### config.mk
export PLATFORM = sky130hd
export DESIGN_NAME = scene_fb_writer
export DESIGN_NICKNAME = d
export VERILOG_FILES = /design/src/rtl/scene_fb_pkg.sv /design/src/rtl/scene_fb_raster_cnt.sv /design/src/rtl/scene_fb_writer.sv
export SDC_FILE = /design/constraint.sdc
export NUM_CORES = 1
export LEC_CHECK = 0
export BUFFER_PORTS_ARGS = -buffer_cell sky130_fd_sc_hd__buf_2
export CAP_MARGIN = 10
export CORE_MARGIN = 2
export CORE_UTILIZATION = 37
export CTS_CLUSTER_DIAMETER = 60
export DETAILED_ROUTE_END_ITERATION = 7
export HOLD_SLACK_MARGIN = 0.1
export PLACE_DENSITY = 0.61
export SLEW_MARGIN = 5
export SYNTH_ARGS = -nofsm -noshare
export SYNTH_HDL_FRONTEND = slang
export SYNTH_SLANG_ARGS = --single-unit
export TNS_END_PERCENT = 50
### constraint.sdc
create_clock -name clk_i -period 4.9 [get_ports clk_i]
set_clock_uncertainty 0.1 [all_clocks]
set_input_delay 0.245 -clock clk_i [delete_from_list [all_inputs] [get_ports clk_i]]
set_output_delay 0.245 -clock clk_i [all_outputs]
set_load 0.02 [all_outputs]
### src/rtl/scene_fb_pkg.sv
// Shared constants, opcodes and state encoding for the scene frame-buffer writer.
package scene_fb_pkg;

    localparam int FB_WIDTH  = 320;
    localparam int FB_HEIGHT = 240;
    localparam int FB_PIXELS = 76800;
    localparam int FB_ADDR_W = 17;
    localparam int COLOR_W   = 12;

    localparam logic OP_CLEAR = 1'b0;
    localparam logic OP_BLIT  = 1'b1;

    typedef enum logic [1:0] {
        ST_IDLE  = 2'd0,
        ST_CLEAR = 2'd1,
        ST_BLIT  = 2'd2,
        ST_DRAIN = 2'd3
    } fb_state_e;

endpackage

### src/rtl/scene_fb_raster_cnt.sv
// Row-major raster counter: load a w x h window, step one pixel at a time, flag the last pixel.
module scene_fb_raster_cnt (
    input  logic       clk_i,
    input  logic       rst_i,
    input  logic       load_i,
    input  logic       step_i,
    input  logic [8:0] w_i,
    input  logic [7:0] h_i,
    output logic [8:0] col_o,
    output logic [7:0] row_o,
    output logic       last_o
);

    logic [8:0] col_q, col_d, w_q;
    logic [7:0] row_q, row_d, h_q;

    always_comb begin
        col_d = col_q;
        row_d = row_q;
        if (load_i) begin
            col_d = 9'd0;
            row_d = 8'd0;
        end else if (step_i) begin
            if (col_q == w_q - 9'd1) begin
                col_d = 9'd0;
                row_d = row_q + 8'd1;
            end else begin
                col_d = col_q + 9'd1;
            end
        end else begin
            col_d = col_q;
        end
    end

    always_ff @(posedge clk_i) begin
        if (rst_i) begin
            col_q <= 9'd0;
            row_q <= 8'd0;
            w_q   <= 9'd0;
            h_q   <= 8'd0;
        end else begin
            col_q <= col_d;
            row_q <= row_d;
            if (load_i) begin
                w_q <= w_i;
                h_q <= h_i;
            end
        end
    end

    assign col_o  = col_q;
    assign row_o  = row_q;
    assign last_o = (col_q == w_q - 9'd1) && (row_q == h_q - 8'd1);

endmodule

### src/rtl/scene_fb_writer.sv
// Frame-buffer writer: CLEAR fills the buffer, BLIT copies a clipped sprite rectangle.
// Optional BLIT_TRANSPARENT_EN suppresses writes of the TRANSPARENT colour key.
module scene_fb_writer
    import scene_fb_pkg::*;
#(
    parameter int                 WIDTH       = FB_WIDTH,
    parameter int                 HEIGHT      = FB_HEIGHT,
    parameter logic [COLOR_W-1:0] TRANSPARENT = 12'hF0F
) (
    input  logic        clk_i,
    input  logic        rst_i,
    input  logic        cmd_valid_i,
    output logic        cmd_ready_o,
    input  logic        cmd_op_i,
    input  logic [8:0]  cmd_x_i,
    input  logic [7:0]  cmd_y_i,
    input  logic [8:0]  cmd_w_i,
    input  logic [7:0]  cmd_h_i,
    input  logic [16:0] cmd_src_base_i,
    input  logic [11:0] cmd_color_i,
    output logic [16:0] src_addr_o,
    input  logic [11:0] src_data_i,
    output logic        fb_we_o,
    output logic [16:0] fb_addr_o,
    output logic [11:0] fb_wdata_o,
    output logic        busy_o,
    output logic        done_o
);

`ifdef BLIT_TRANSPARENT_EN
    localparam logic KEY_EN = 1'b1;
`else
    localparam logic KEY_EN = 1'b0;
`endif

    fb_state_e   state_q;
    logic        cmd_ready_q, done_q, fb_we_q;
    logic [16:0] fb_addr_q, src_addr_q, s1_addr_q;
    logic [11:0] fb_wdata_q;
    logic [8:0]  x_q;
    logic [7:0]  y_q;
    logic [1:0]  drain_q;
    logic        s1_valid_q, s1_inb_q;

    logic        accept_s, cnt_step_s, cnt_last_s, inb_s, opaque_s;
    logic [8:0]  cnt_col_s, cnt_w_s;
    logic [7:0]  cnt_row_s, cnt_h_s;
    logic [9:0]  col_sum_s;
    logic [8:0]  row_sum_s;
    logic [16:0] dest_s;

    assign accept_s   = cmd_valid_i && cmd_ready_q;
    assign cnt_w_s    = (cmd_op_i == OP_CLEAR) ? 9'(WIDTH)  : cmd_w_i;
    assign cnt_h_s    = (cmd_op_i == OP_CLEAR) ? 8'(HEIGHT) : cmd_h_i;
    assign cnt_step_s = ((state_q == ST_CLEAR) || (state_q == ST_BLIT)) && !cnt_last_s;

    scene_fb_raster_cnt u_cnt (
        .clk_i  (clk_i),
        .rst_i  (rst_i),
        .load_i (accept_s),
        .step_i (cnt_step_s),
        .w_i    (cnt_w_s),
        .h_i    (cnt_h_s),
        .col_o  (cnt_col_s),
        .row_o  (cnt_row_s),
        .last_o (cnt_last_s)
    );

    // Widened sums keep off-screen destinations from aliasing back on-screen.
    assign col_sum_s = {1'b0, x_q} + {1'b0, cnt_col_s};
    assign row_sum_s = {1'b0, y_q} + {1'b0, cnt_row_s};
    assign inb_s     = (col_sum_s < 10'(WIDTH)) && (row_sum_s < 9'(HEIGHT));
    assign dest_s    = 17'(row_sum_s) * 17'(WIDTH) + 17'(col_sum_s);
    assign opaque_s  = !(KEY_EN && (src_data_i == TRANSPARENT));

    always_ff @(posedge clk_i) begin
        if (rst_i) begin
            state_q     <= ST_IDLE;
            cmd_ready_q <= 1'b1;
            done_q      <= 1'b0;
            fb_we_q     <= 1'b0;
            fb_addr_q   <= 17'd0;
            fb_wdata_q  <= 12'd0;
            src_addr_q  <= 17'd0;
            x_q         <= 9'd0;
            y_q         <= 8'd0;
            drain_q     <= 2'd0;
            s1_valid_q  <= 1'b0;
            s1_inb_q    <= 1'b0;
            s1_addr_q   <= 17'd0;
        end else begin
            done_q     <= 1'b0;
            s1_valid_q <= 1'b0;
            // Write stage: the ROM word for the stage-1 pixel arrives this cycle.
            fb_we_q    <= s1_valid_q && s1_inb_q && opaque_s;
            if (s1_valid_q) begin
                fb_addr_q  <= s1_addr_q;
                fb_wdata_q <= src_data_i;
            end
            case (state_q)
                ST_IDLE: begin
                    if (accept_s) begin
                        cmd_ready_q <= 1'b0;
                        x_q         <= cmd_x_i;
                        y_q         <= cmd_y_i;
                        if (cmd_op_i == OP_CLEAR) begin
                            state_q    <= ST_CLEAR;
                            fb_we_q    <= 1'b1;
                            fb_addr_q  <= 17'd0;
                            fb_wdata_q <= cmd_color_i;
                        end else if ((cmd_w_i == 9'd0) || (cmd_h_i == 8'd0)) begin
                            state_q <= ST_DRAIN;
                            drain_q <= 2'd0;
                            done_q  <= 1'b1;
                        end else begin
                            state_q    <= ST_BLIT;
                            src_addr_q <= cmd_src_base_i;
                        end
                    end
                end
                ST_CLEAR: begin
                    if (cnt_last_s) begin
                        fb_we_q <= 1'b0;
                        done_q  <= 1'b1;
                        state_q <= ST_DRAIN;
                        drain_q <= 2'd0;
                    end else begin
                        fb_we_q   <= 1'b1;
                        fb_addr_q <= fb_addr_q + 17'd1;
                    end
                end
                ST_BLIT: begin
                    s1_valid_q <= 1'b1;
                    s1_inb_q   <= inb_s;
                    s1_addr_q  <= dest_s;
                    if (cnt_last_s) begin
                        state_q <= ST_DRAIN;
                        drain_q <= 2'd2;
                    end else begin
                        src_addr_q <= src_addr_q + 17'd1;
                    end
                end
                ST_DRAIN: begin
                    if (drain_q == 2'd0) begin
                        state_q     <= ST_IDLE;
                        cmd_ready_q <= 1'b1;
                    end else begin
                        if (drain_q == 2'd1) begin
                            done_q <= 1'b1;
                        end
                        drain_q <= drain_q - 2'd1;
                    end
                end
                default: begin
                    state_q     <= ST_IDLE;
                    cmd_ready_q <= 1'b1;
                end
            endcase
        end
    end

    assign cmd_ready_o = cmd_ready_q;
    assign busy_o      = !cmd_ready_q;
    assign done_o      = done_q;
    assign fb_we_o     = fb_we_q;
    assign fb_addr_o   = fb_addr_q;
    assign fb_wdata_o  = fb_wdata_q;
    assign src_addr_o  = src_addr_q;

endmodule

---- Word-level counts from Yosys, hierarchy flattened ----
Cells that the tools add are included.
cells by class
  reduce and logical (&&, ||, !) cells .... 23
  mux-type cells .......................... 45
  add/sub/neg operators ................... 10
  multiply operators ...................... 1
  order comparisons ....................... 2
  eq/ne operators ......................... 16
operator list
  operator                                              count
  2-to-1 mux 17 bit                                     8
  one-hot mux 17 bit (2 select lines)                   2
  2-to-1 mux 12 bit                                     4
  adder 17 x 1 -> 17 bit (second input constant)        2
  2-to-1 mux 2 bit                                      10
  2-to-1 mux 9 bit                                      2
  inequality test 2 bit (second input constant)         9
  adder 17 x 10 -> 17 bit                               1
  2-to-1 mux 1 bit                                      13
  multiplier 9 x 3 -> 11 bit (second input constant)    1
  adder 9 x 9 -> 10 bit                                 1
  < comparator 10 x 9 -> 1 bit (second input constant)  1
  adder 8 x 8 -> 9 bit                                  1
  adder 9 x 1 -> 9 bit (second input constant)          1
  == test 9 bit                                         1
  logical NOT 9 bit                                     1
  < comparator 9 x 8 -> 1 bit (second input constant)   1
  subtractor 9 x 1 -> 9 bit (second input constant)     1
  adder 8 x 1 -> 8 bit (second input constant)          1
  == test 8 bit                                         1
  logical NOT 8 bit                                     1
  2-to-1 mux 8 bit                                      1
  one-hot mux 2 bit (4 select lines)                    1
  subtractor 8 x 1 -> 8 bit (second input constant)     1
  17 further kinds                                      31
word-level totals
  logic and storage cells ................. 114
  register bits ........................... 123
  input port bits ......................... 79
  output and inout bits ................... 50

---- Depth between registers and ports, before layout ----
  word-level depth ........................ 6
  mapped depth ............................ 18
  mapped depth without buffers ............ 18

---- By module ----
From an unflattened synthesis, not the netlist that was laid out.
unflattened totals
  cell total of the unflattened synthesis .. 977
  area, all modules ....................... 8051.5 um^2
by module, submodules not included
  module               cells an instance  seq. area each (um^2)  instances  area each (um^2)
  scene_fb_writer      744                1781.7                 1          6005.8
  scene_fb_raster_cnt  233                680.7                  1          2045.7

---- Worst setup path after synthesis ----
OpenSTA, ideal clock, no wires.
  path type ............................... flip-flop to flip-flop
  from .................................... register u_cnt.row_q[0] (netlist: u_cnt.row_o[0])
  to ...................................... register s1_addr_q[16]
  setup time .............................. 0.086 ns
  arrival time ............................ 3.666 ns
  stages on the path, launching flop included .. 18
  buffers on the path ..................... 0
  path slack .............................. 1.049 ns
  clock period less this slack ............ 3.851 ns
  required time ........................... 4.714 ns
  path through ............................ dfxtp_1 > ha_1 > fa_1 > a21o_1 > a21oi_1 > xnor2_1 > and2_1 > or2_2 > inv_1 > ha_1 > a211oi_1 > o21bai_1 > a21oi_1 > o21bai_1 > maj3_1 > xnor2_1 > xnor2_1 > a211oi_1
on the way
  longest elaborated chain between the ends .. 3
ends and longest elaborated chain
  what                        line                       text
  start, declared             scene_fb_raster_cnt.sv:15  logic [7:0] row_q, row_d, h_q;
  start signal, assigned      scene_fb_raster_cnt.sv:43  row_q <= row_d;
  adder 8 x 8 -> 9 bit        scene_fb_writer.sv:71      assign row_sum_s = {1'b0, y_q} + {1'b0, cnt_row_s};
  multiplier 9 x 3 -> 11 bit  scene_fb_writer.sv:73      assign dest_s = 17'(row_sum_s) * 17'(WIDTH) + 17'(col_sum_s);
  adder 17 x 10 -> 17 bit     scene_fb_writer.sv:73
  end signal, assigned        scene_fb_writer.sv:135     s1_addr_q <= dest_s;
  end, declared               scene_fb_writer.sv:38      logic [16:0] fb_addr_q, src_addr_q, s1_addr_q;
Every way passes these cells.
A chain may end at the register's enable or synchronous reset.

---- Worst setup path in the final report ----
Same ends and word-level chain as after synthesis.

==> out/metrics.yaml <==
yosys:
  yosysWarnings: 0
  syn_area_per_cell_sq_um: 8.22
  ys.flop_type: "dfxtp_1"
  synth_fp_nets: 1028
  syn_inst: 902
  synth_seq_area_share_pct: 33.2
  synth_seq_cells: 123
  syn_area_sq_um: 7420
  async_flop_share_pct: 0
  ys_types: 72
  synth_edf_count: 0
critical_path:
  max_stage_delay_ps: 400
  crit_path_start_kind: "flip-flop"
  reg2reg_depth: 17
  arrival_ps: 4410
  crit_required_ps: 5130
  critical_path.cell_chain: "ha_1, fa_1, a21o_1, a21oi_1, xnor2_1, and2_1, or2_2, inv_1, ha_1, a211oi_1, o21bai_1, a21oi_1, o21bai_1, maj3_1, xnor2_1, xnor2_1, a211oi_1"
  cp_slowest_cell: "fa_1"
  critPathMaxFanout: 6
  cp_common_cell: "xnor2_1"
  endpoint_kind: "flip-flop"
  reg2reg_to: "s1_addr_q[16]$_SDFFE_PP0P_"
  reg2reg_from: "u_cnt.row_o[0]$_SDFFE_PP0P_"
  r2r_setup_slack_ps: 710
  crit_type: "flip-flop to flip-flop"
die:
  initial_core_util_pct: 37.9
  core_sq_um: 19600
  die_w_um: 146
  fp.dieH_um: 146
  rows: 51
  dieArea_sq_um: 21200
  io-pin-count: 129
clocking:
  h-tree-depth: 4
  clockRootBuffer: "clkbuf_16"
  insertion_delay_ps: 420
  cts.sinks: 123
  cts.path.max_buffers: 2
  tritoncts: "done"
  cts_buffers: 17
  clk_pin_slew_ps: 50
placement:
  numPortBuffers: 128
  dp.cells: 1256
  dpl.hpwl_um: 14000
  gp_congestion: 0.813
  place_area_sq_um: 8260
worst_hold_path:
  hold_end: "cmd_ready_o$_SDFFE_PP1P_"
  holdCritPathClass: "input pin to flip-flop"
  hold_start: "cmd_valid_i"
  min_delay_path_depth: 4
power_and_ir_drop:
  switchingPower_uw: 1380
  pwr-share-clk_pct: 34.0
  peakVddDrop_mv: 0.271
  comb_power_share_pct: 32.8
  swShare_pct: 34.4
  seq_power_share_pct: 33.3
  p_leak_uw: 0.00419
  powerDensity_nw_per_um2: 417
  internal-power_uw: 2640
global_routing:
  grt_max_degree: 49
  grt_usage_pct: 18.9
  grt_pass1_wl_um: 33200
  antenna_found_initial: 0
  grt_overflow: 0
  grt_pass1_vias: 6659
route:
  dr.pass1.iters: 4
  drt-initial-drc-count: 387
  vias: 7005
  ant_nets: 0
  via_per_inst: 5.15
  wl_um: 20000
  drc: 0
  wl_per_cell_um: 14.7
cells_and_area:
  area_growth_pct: 29.8
  mostFrequentLayoutCells: "128 x buf_2, 123 x dfxtp_1, 108 x nor2_1, 96 x nand2_1, 73 x dlygate4sd3_1"
  nets: 1209
  instances_no_fill: 1360
  antennaDiodeCount: 0
  finalInstanceArea_sq_um: 9630
  layout_commonest_cell: "buf_2"
  drive_gt1_share_pct: 16.3
sta:
  slew_headroom_pct: 27.0
  fmax_ghz: 0.239
  worst_slew_pin_slew_ps: 1090
  min_period_over_period_pct: 85.5
  hold_viol_final: 0
  fin_setup_tns_ps: 0
  setup_viol: 0
  finalMaxSlewViolations: 0
  fin_crit_ps: 4190
  rsz0062_at_grt: "false"
flow_run:
  maxCapViolCount: 0
status:
  status: "complete, no violations"
-- sequential cells by signal, indices dropped and copies added (netlist names) --
signal	cells
fb_we_o	1
u_cnt.row_o	8
x_q	9
u_cnt.h_q	8
s1_inb_q	1
u_cnt.col_o	9
cmd_ready_o	1
drain_q	2
u_cnt.w_q	9
fb_wdata_o	12
s1_valid_q	1
state_q	2
fb_addr_o	17
s1_addr_q	17
src_addr_o	17
done_o	1
y_q	8
-- final cells by class --
type / instances / area [sq um]
tap: 265 / 332
clock inverter: 8 / 165
sequential: 123 / 2460
fill: 1894 / 9960
multi-input combinational: 694 / 4620
inverter: 37 / 139
timing repair buffer: 210 / 1440
clock buffer: 23 / 468
-- how the worst max path moves through the flow --
| stage | from | to | cells past startpoint |
|---|---|---|---|
| 6_report | u_cnt.row_o[0]$_SDFFE_PP0P_ | s1_addr_q[16]$_SDFFE_PP0P_ | 17 |
| 5_1_grt | u_cnt.row_o[0]$_SDFFE_PP0P_ | s1_addr_q[16]$_SDFFE_PP0P_ | 17 |
| 4_1_cts | u_cnt.row_o[0]$_SDFFE_PP0P_ | s1_addr_q[16]$_SDFFE_PP0P_ | 17 |
| 3_5_place_dp | u_cnt.row_o[0]$_SDFFE_PP0P_ | s1_addr_q[16]$_SDFFE_PP0P_ | 17 |
| 3_3_place_gp | u_cnt.row_o[0]$_SDFFE_PP0P_ | s1_addr_q[16]$_SDFFE_PP0P_ | 17 |
| 2_1_floorplan | u_cnt.row_o[0]$_SDFFE_PP0P_ | s1_addr_q[16]$_SDFFE_PP0P_ | 17 |
-- critical path, delay by kind of cell, from the launching register on --
family	cells	cell delay (ps)
xor+xnor	3	450
simple gates	2	520
compound gates	7	1340
fa+ha+maj	4	1250
buf+inv	1	70
flops	1	370
-- layer usage --
layer / vias to the layer above / GRT usage, % / share of wire [%]
li1: 3608 / - / -
met1: 3206 / 25.7 / 49
met2: 168 / 30.3 / 45
met3: 23 / 3.67 / 4.0
met4: 0 / 5.69 / 1.5
met5: - / 0 / 0
-- through the flow --
| step | setup slack (ps) | util (%) | hold slack [ps] | power (uW) |
|---|---|---|---|---|
| 2_1_floorplan | 1050 | - | 254 | 2240 |
| 3_3_place_gp | 846 | 42.2 | 349 | 2580 |
| 3_5_place_dp | 689 | 42.2 | 351 | 2590 |
| 4_1_cts | 692 | 49.1 | 103 | 4040 |
| 5_1_grt | 392 | 49.1 | 131 | 4280 |
| 6_report | 713 | 49.1 | 112 | 4020 |
-- Yosys cell counts, drive strengths merged (6+ instances only) --
master | count | area share [%]
nor4 | 9 | 0.76
nor2b | 8 | 0.67
a211oi | 32 | 3.5
o22ai | 7 | 0.59
a221o | 7 | 0.94
xor2 | 25 | 3.0
a21oi | 57 | 3.8
nand4 | 12 | 1.0
o21a | 8 | 0.81
a2111oi | 7 | 0.83
nor3 | 18 | 1.2
or2 | 6 | 0.51
clkbuf | 40 | 2.0
nor3b | 12 | 1.2
nand3 | 23 | 1.7
and3 | 21 | 1.8
o21ai | 23 | 1.6
ha | 43 | 7.3
buf | 8 | 0.59
and2 | 7 | 0.59
dfxtp | 123 | 33
inv | 36 | 1.8
a22o | 7 | 0.83
nand2 | 97 | 4.9
nor2 | 108 | 5.5
a311oi | 11 | 1.3
xnor2 | 34 | 4.0
mux2i | 31 | 4.2
a21o | 10 | 1.0
-- power groups by stage --
| stage | logic (uW) | clock network [uW] | registers (uW) |
|---|---|---|---|
| final | 1320 | 1360 | 1340 |
| after global routing | 1470 | 1440 | 1370 |
| after CTS | 1310 | 1390 | 1330 |
| after detailed placement | 1230 | 0 | 1350 |
| after global placement | 1230 | 0 | 1350 |
| after floorplan | 858 | 0 | 1380 |
-- what timing repair did --
item	CTS	global route
gates resized for setup	0	0
setup buffers	0	0
hold buffers	73	0
hold endpoints to repair	61	0
-- logic make-up (layout without fill, tap and decap cells) --
kind of cell	Yosys count	count (layout)	share of synthesized area, %
simple gates	345	345	22.4
fa+ha+maj	48	48	8.47
flops	123	123	33.2
xor+xnor	60	60	7.27
buf+inv	85	278	4.49
compound gates	210	210	20.0
mux	31	31	4.18
(Power assumes the default switching activity.)
